$ cat src/rtl/pwm_burst_gen.sv
// PWM burst engine in the slave clock domain: started by the synchronizer's enable pulse,
// emits num x period PWM ticks, then pulses o_done. Define PWM_BURST_RETRIG_EN for restart-in-RUN.
module pwm_burst_gen #(
   parameter int unsigned CNT_W = 16,
   parameter int unsigned NUM_W = 8
) (
   input  logic             i_sclk,
   input  logic             i_rst_n,
   input  logic             i_ena,
   input  logic             i_sen,
   input  logic             i_abort,
   input  logic [CNT_W-1:0] i_period,
   input  logic [CNT_W-1:0] i_duty,
   input  logic [NUM_W-1:0] i_num,
   output logic             o_pwm,
   output logic             o_busy,
   output logic             o_done,
   output logic [NUM_W-1:0] o_cnt
);

   typedef enum logic [1:0] {StIdle, StRun, StDone} state_e;

   state_e             state_q, state_d;
   logic [CNT_W-1:0]   tick_q, tick_d;
   logic [CNT_W-1:0]   period_q, period_d;
   logic [CNT_W-1:0]   duty_q, duty_d;
   logic [NUM_W-1:0]   num_q, num_d;
   logic [NUM_W-1:0]   cnt_q, cnt_d;

   logic               start_ok;
   logic               last_tick;
   logic [NUM_W-1:0]   cnt_inc;
   logic               final_wrap;

   assign start_ok   = (i_period != '0) && (i_num != '0);
   assign last_tick  = (tick_q == period_q - CNT_W'(1));
   assign cnt_inc    = cnt_q + NUM_W'(1);
   assign final_wrap = i_ena && last_tick && (cnt_inc == num_q);

   always_comb begin
      state_d  = state_q;
      tick_d   = tick_q;
      period_d = period_q;
      duty_d   = duty_q;
      num_d    = num_q;
      cnt_d    = cnt_q;
      unique case (state_q)
         StIdle: begin
            if (i_sen) begin
               period_d = i_period;
               duty_d   = i_duty;
               num_d    = i_num;
               tick_d   = '0;
               cnt_d    = '0;
               state_d  = start_ok ? StRun : StDone;
            end
         end
         StRun: begin
            if (i_abort) begin
               // A completion landing on the abort edge is still counted.
               state_d = StDone;
               if (final_wrap) begin
                  tick_d = '0;
                  cnt_d  = cnt_inc;
               end
`ifdef PWM_BURST_RETRIG_EN
            end else if (i_sen) begin
               period_d = i_period;
               duty_d   = i_duty;
               num_d    = i_num;
               tick_d   = '0;
               cnt_d    = '0;
               state_d  = start_ok ? StRun : StDone;
`endif
            end else if (i_ena) begin
               if (last_tick) begin
                  tick_d = '0;
                  cnt_d  = cnt_inc;
                  if (cnt_inc == num_q) begin
                     state_d = StDone;
                  end
               end else begin
                  tick_d = tick_q + CNT_W'(1);
               end
            end
         end
         StDone: begin
            state_d = StIdle;
         end
         default: begin
            state_d = StIdle;
         end
      endcase
   end

   always_ff @(posedge i_sclk or negedge i_rst_n) begin
      if (!i_rst_n) begin
         state_q  <= StIdle;
         tick_q   <= '0;
         period_q <= '0;
         duty_q   <= '0;
         num_q    <= '0;
         cnt_q    <= '0;
      end else begin
         state_q  <= state_d;
         tick_q   <= tick_d;
         period_q <= period_d;
         duty_q   <= duty_d;
         num_q    <= num_d;
         cnt_q    <= cnt_d;
      end
   end

   // Outputs decode registered state only, so no input reaches them combinationally.
   assign o_busy = (state_q == StRun);
   assign o_done = (state_q == StDone);
   assign o_pwm  = (state_q == StRun) && (tick_q < duty_q);
   assign o_cnt  = cnt_q;

endmodule

$ cat config.mk
export PLATFORM = sky130hd
export DESIGN_NAME = pwm_burst_gen
export DESIGN_NICKNAME = d
export VERILOG_FILES = /design/src/rtl/pwm_burst_gen.sv
export SDC_FILE = /design/constraint.sdc
export NUM_CORES = 1
export LEC_CHECK = 0
export CORE_UTILIZATION = 40
export CTS_CLUSTER_DIAMETER = 120
export DETAILED_ROUTE_END_ITERATION = 6
export PLACE_DENSITY = 0.6
export SYNTH_ARGS = -nofsm -noshare
export SYNTH_HDL_FRONTEND = slang
export SYNTH_SLANG_ARGS = --single-unit
$ cat constraint.sdc
create_clock -name i_sclk -period 3.17 [get_ports i_sclk]
set_input_delay 0.317 -clock i_sclk [delete_from_list [all_inputs] [get_ports i_sclk]]
set_output_delay 0.317 -clock i_sclk [all_outputs]
set_load 0.01 [all_outputs]
==> run metrics <==
core area=about 0.010 mm^2; Arr. time, crit path=between 3000 and 4000 ps; Final setup viols=0; Buffers on Ports=55; Tightest Pin Transition=about 770 ps; Vias=about 3,700; synth unique cells=70; number of remaining DRC errors=0; nets=~590; RR Startpoint=period_q[3]; min cycle time layout=3000 ps; Antenna Cells=0; Register Area=0.001652 mm^2; number of synthesized register bits=between 60 and 70; Via-to-Cell Ratio=~5.6; Post-synth EDFFs=0; clock sinks=66; mean post-synth cell area=between 9 and 10 um^2; die height=between 100 and 150 um; Slew Limit Headroom=between 40% and 50%; TNS Setup=0 ps; status=finished, violations left; failing checks=hold timing; area of the multi-input gates=between 0.002 and 0.003 mm^2; maximum clock frequency=~0.33 GHz; antenna violations before repair=0; CTS root buf=clkbuf_8; slowest cell on the critical path=or4_1; Tot Pwr=a little under 4 mW; Synth Net Count=approximately 530; share of layout cells above drive strength 1=between 10% and 20%; Comb pwr share=between 40% and 50%; DR pass1 iterations=5; Overflow after GRT=0; Worst-Skew Late Latency=between 300 and 400 ps; period utilization=a little over nine tenths; Final Hold Vio Count=19; first-pass GRT wire length=18,690 um; Total Routing Usage GR=a little over a fifth; Ports=56; crit path cell chain=nor3_4 -> nand3_2 -> or4_1 -> a221oi_2 -> o2111a_2 -> a31oi_4 -> o41ai_2 -> a21bo_1; CP max FO=13; H-tree Lvls=3; Crit path largest cell delay=~540 ps; CTS buffer count=9; worst setup path class=reg -> reg; NetSw=1.581 mW; die area=roughly 0.011 mm^2; synth warn=0; vias in the first global route=3,806; DRT Wirelength=10,800 um; max-cap violation count=0; initial core utilization=around two fifths; Worst VDD drop=about 320 uV; P&R area growth vs syn=22.01%; CTS clk-pin slew, worst paths=around 70 ps; ys flop type=dfrtp_1; Final HPWL DP=7932 um; largest net degree at the start of global routing=41; worst min path class=in -> async; ys async rst share=100.0%; Cell Area, Synth=around 0.0044 mm^2; CP Capture Type=flip-flop; Die W=between 100 and 150 um; RSZ-0062 raised after global routing=false; Worst Path Required=approximately 3400 ps; Gate Count Post-Synth=about 470; Clock Tree Buf Depth=2; starting DRC count in detailed routing=approximately 160; switching share of power=40.55%; worst hold slack=-16.46 ps; # fillers=~1,000; register area share after synthesis=37.89%; num rows=37; DR WL/cell=around 16 um; R2R Setup Slk=between 150 and 200 ps; FF-to-FF End=o_cnt[3]; Worst Setup Start Kind=flip-flop; max-slew violations=0; reg2reg path depth=8; cts hold-fix bufs=0; CTS tree=built; Top delay family on crit path=compound AO/OA/AOI/OAI gates; gpl congestion=approximately 0.83; antenna-violating nets left=0; sequential power share=between 30 and 40%; Pleak=between 2 and 2.5 nW; buffers plus inverters on the worst setup path=0; PwrDens=733.0 mW/mm^2; Clk pwr share=~18%; skew final=around 9.6 ps; cell internal pwr=2.318 mW
cell families after synthesis:
| family | after synthesis | synth area share (%) |
|---|---|---|
| and+or+nand+nor | 170 | 22.25 |
| AOI/OAI and AO/OA | 114 | 18.63 |
| DFF | 66 | 37.89 |
| buffers and inverters | 52 | 5.166 |
| xor gates and xnor gates | 25 | 5.023 |
| muxes | 23 | 5.884 |
| adders and majority gates | 18 | 5.167 |
stage by stage:
stage	worst slack, ps	utilization (%)	hold slack [ps]	cell area (um^2)	std cells
2_1_floorplan	342.2	-	21.41	4359	468
3_3_place_gp	238.6	48.65	375.7	5090	648
3_5_place_dp	153.2	48.65	385.1	5090	648
4_1_cts	139.7	50.56	8.743	5290	664
5_1_grt	2.643	50.84	34.91	5319	665
6_report	169.5	50.84	-16.46	5319	665
cell usage in the layout (no fill, tap or decap), types with 3 or more instances in the layout:
| master | netlist | final |
|---|---|---|
| nand4b_1 | 3 | 3 |
| a211oi_1 | 5 | 5 |
| a21o_1 | 8 | 8 |
| or4_1 | 5 | 5 |
| o21ai_1 | 5 | 5 |
| o311ai_1 | 8 | 8 |
| mux2_2 | 20 | 20 |
| xnor2_1 | 14 | 14 |
| nor2_1 | 17 | 17 |
| clkinv_2 | 0 | 3 |
| nor4_1 | 13 | 13 |
| nand2b_1 | 9 | 9 |
| clkdlybuf4s50_1 | 0 | 53 |
| or3_1 | 3 | 3 |
| o31ai_1 | 7 | 7 |
| o21ai_0 | 39 | 39 |
| xor2_1 | 11 | 11 |
| nand3b_1 | 7 | 7 |
| clkbuf_8 | 0 | 10 |
| ha_1 | 18 | 18 |
| a21oi_1 | 8 | 8 |
| and3_1 | 5 | 5 |
| nand3_1 | 29 | 29 |
| nand2_1 | 41 | 41 |
| buf_4 | 1 | 15 |
| inv_1 | 25 | 25 |
| nor3_4 | 3 | 3 |
| dfrtp_1 | 66 | 66 |
| nand4_1 | 7 | 7 |
| a21bo_1 | 4 | 4 |
| and2_1 | 5 | 4 |
| nor3_1 | 8 | 7 |
flip-flops by register name, summed over array words and instances (netlist names):
| name | count |
|---|---|
| o_cnt | 8 |
| num_q | 8 |
| period_q | 16 |
| tick_q | 16 |
| state_q | 2 |
| duty_q | 16 |
synthesized netlist by cell type, drive strengths merged, types with 2 or more instances:
master / instances / area (um^2)
nor4b: 2 / 30.03
or2: 2 / 12.51
nor3: 11 / 88.84
xnor2: 14 / 122.6
nand2b: 9 / 56.30
o31ai: 7 / 52.55
nor2: 18 / 70.07
nand2: 41 / 153.9
o21bai: 2 / 15.01
mux2i: 2 / 20.02
o21ai: 44 / 220.2
a211oi: 5 / 37.54
xor2: 11 / 96.34
o311ai: 8 / 70.07
a21oi: 9 / 56.31
buf: 10 / 67.56
nand3: 30 / 155.1
o2111ai: 2 / 17.52
ha: 18 / 225.2
a31oi: 2 / 27.53
dfrtp: 66 / 1652
a21o: 8 / 60.06
a2111oi: 3 / 27.53
a221oi: 2 / 23.77
nand4b: 3 / 26.28
and2: 5 / 31.28
or3: 3 / 18.77
nand3b: 7 / 52.55
a21bo: 4 / 40.04
nand4: 7 / 43.79
o21a: 2 / 15.01
mux2: 21 / 236.5
a311oi: 2 / 17.52
o211a: 2 / 20.02
or4: 5 / 37.54
and3: 5 / 31.28
o2111a: 3 / 36.28
clkbuf: 17 / 63.81
nor2b: 2 / 12.51
inv: 25 / 93.84
nor4: 14 / 93.84
routing by layer:
metal / wire, um / share of wire [%] / vias up / GRT usage [%]
met5: 0 / 0 / - / 0
met2: 5243 / 49 / 75 / 33.30
met4: 122 / 1.1 / 0 / 8.234
li1: - / - / 1830 / -
met3: 321 / 3.0 / 8 / 3.863
met1: 5114 / 47 / 1827 / 28.23
how the worst max path moves through the flow:
stage          endpoint         from  depth (start not counted)
2_1_floorplan  o_cnt[0]  period_q[0]                         11
3_5_place_dp   o_cnt[3]  period_q[3]                          8
5_1_grt        o_cnt[3]  period_q[3]                          8
6_report       o_cnt[3]  period_q[3]                          8
4_1_cts        o_cnt[3]  period_q[1]                          9
3_3_place_gp      o_pwm    tick_q[1]                          9
cell type report:
| class | count | area share [%] |
|---|---|---|
| clock buffer | 11 | 2.658 |
| clock inverter | 5 | 1.012 |
| inverter | 25 | 1.764 |
| multi-input combinational | 350 | 47.21 |
| sequential | 66 | 31.05 |
| tap | 136 | 3.199 |
| timing repair buffer | 72 | 13.10 |
power by group through the flow:
stage | Clock [mW] | Combinational (mW) | Sequential (mW)
2_1_floorplan | 0 | 1.32 | 1.33
3_3_place_gp | 0 | 1.69 | 1.43
3_5_place_dp | 0 | 1.74 | 1.44
4_1_cts | 0.738 | 1.75 | 1.42
5_1_grt | 0.776 | 1.97 | 1.47
6_report | 0.719 | 1.75 | 1.43
timing repair:
action | in CTS | in global routing
setup buffers | 0 | 1
gates cloned | 0 | 0
pin swaps | 0 | 1
resized for setup | 3 | 3
setup endpoints to repair | 1 | 20
Note: power is estimated with default switching activity, not from simulation.
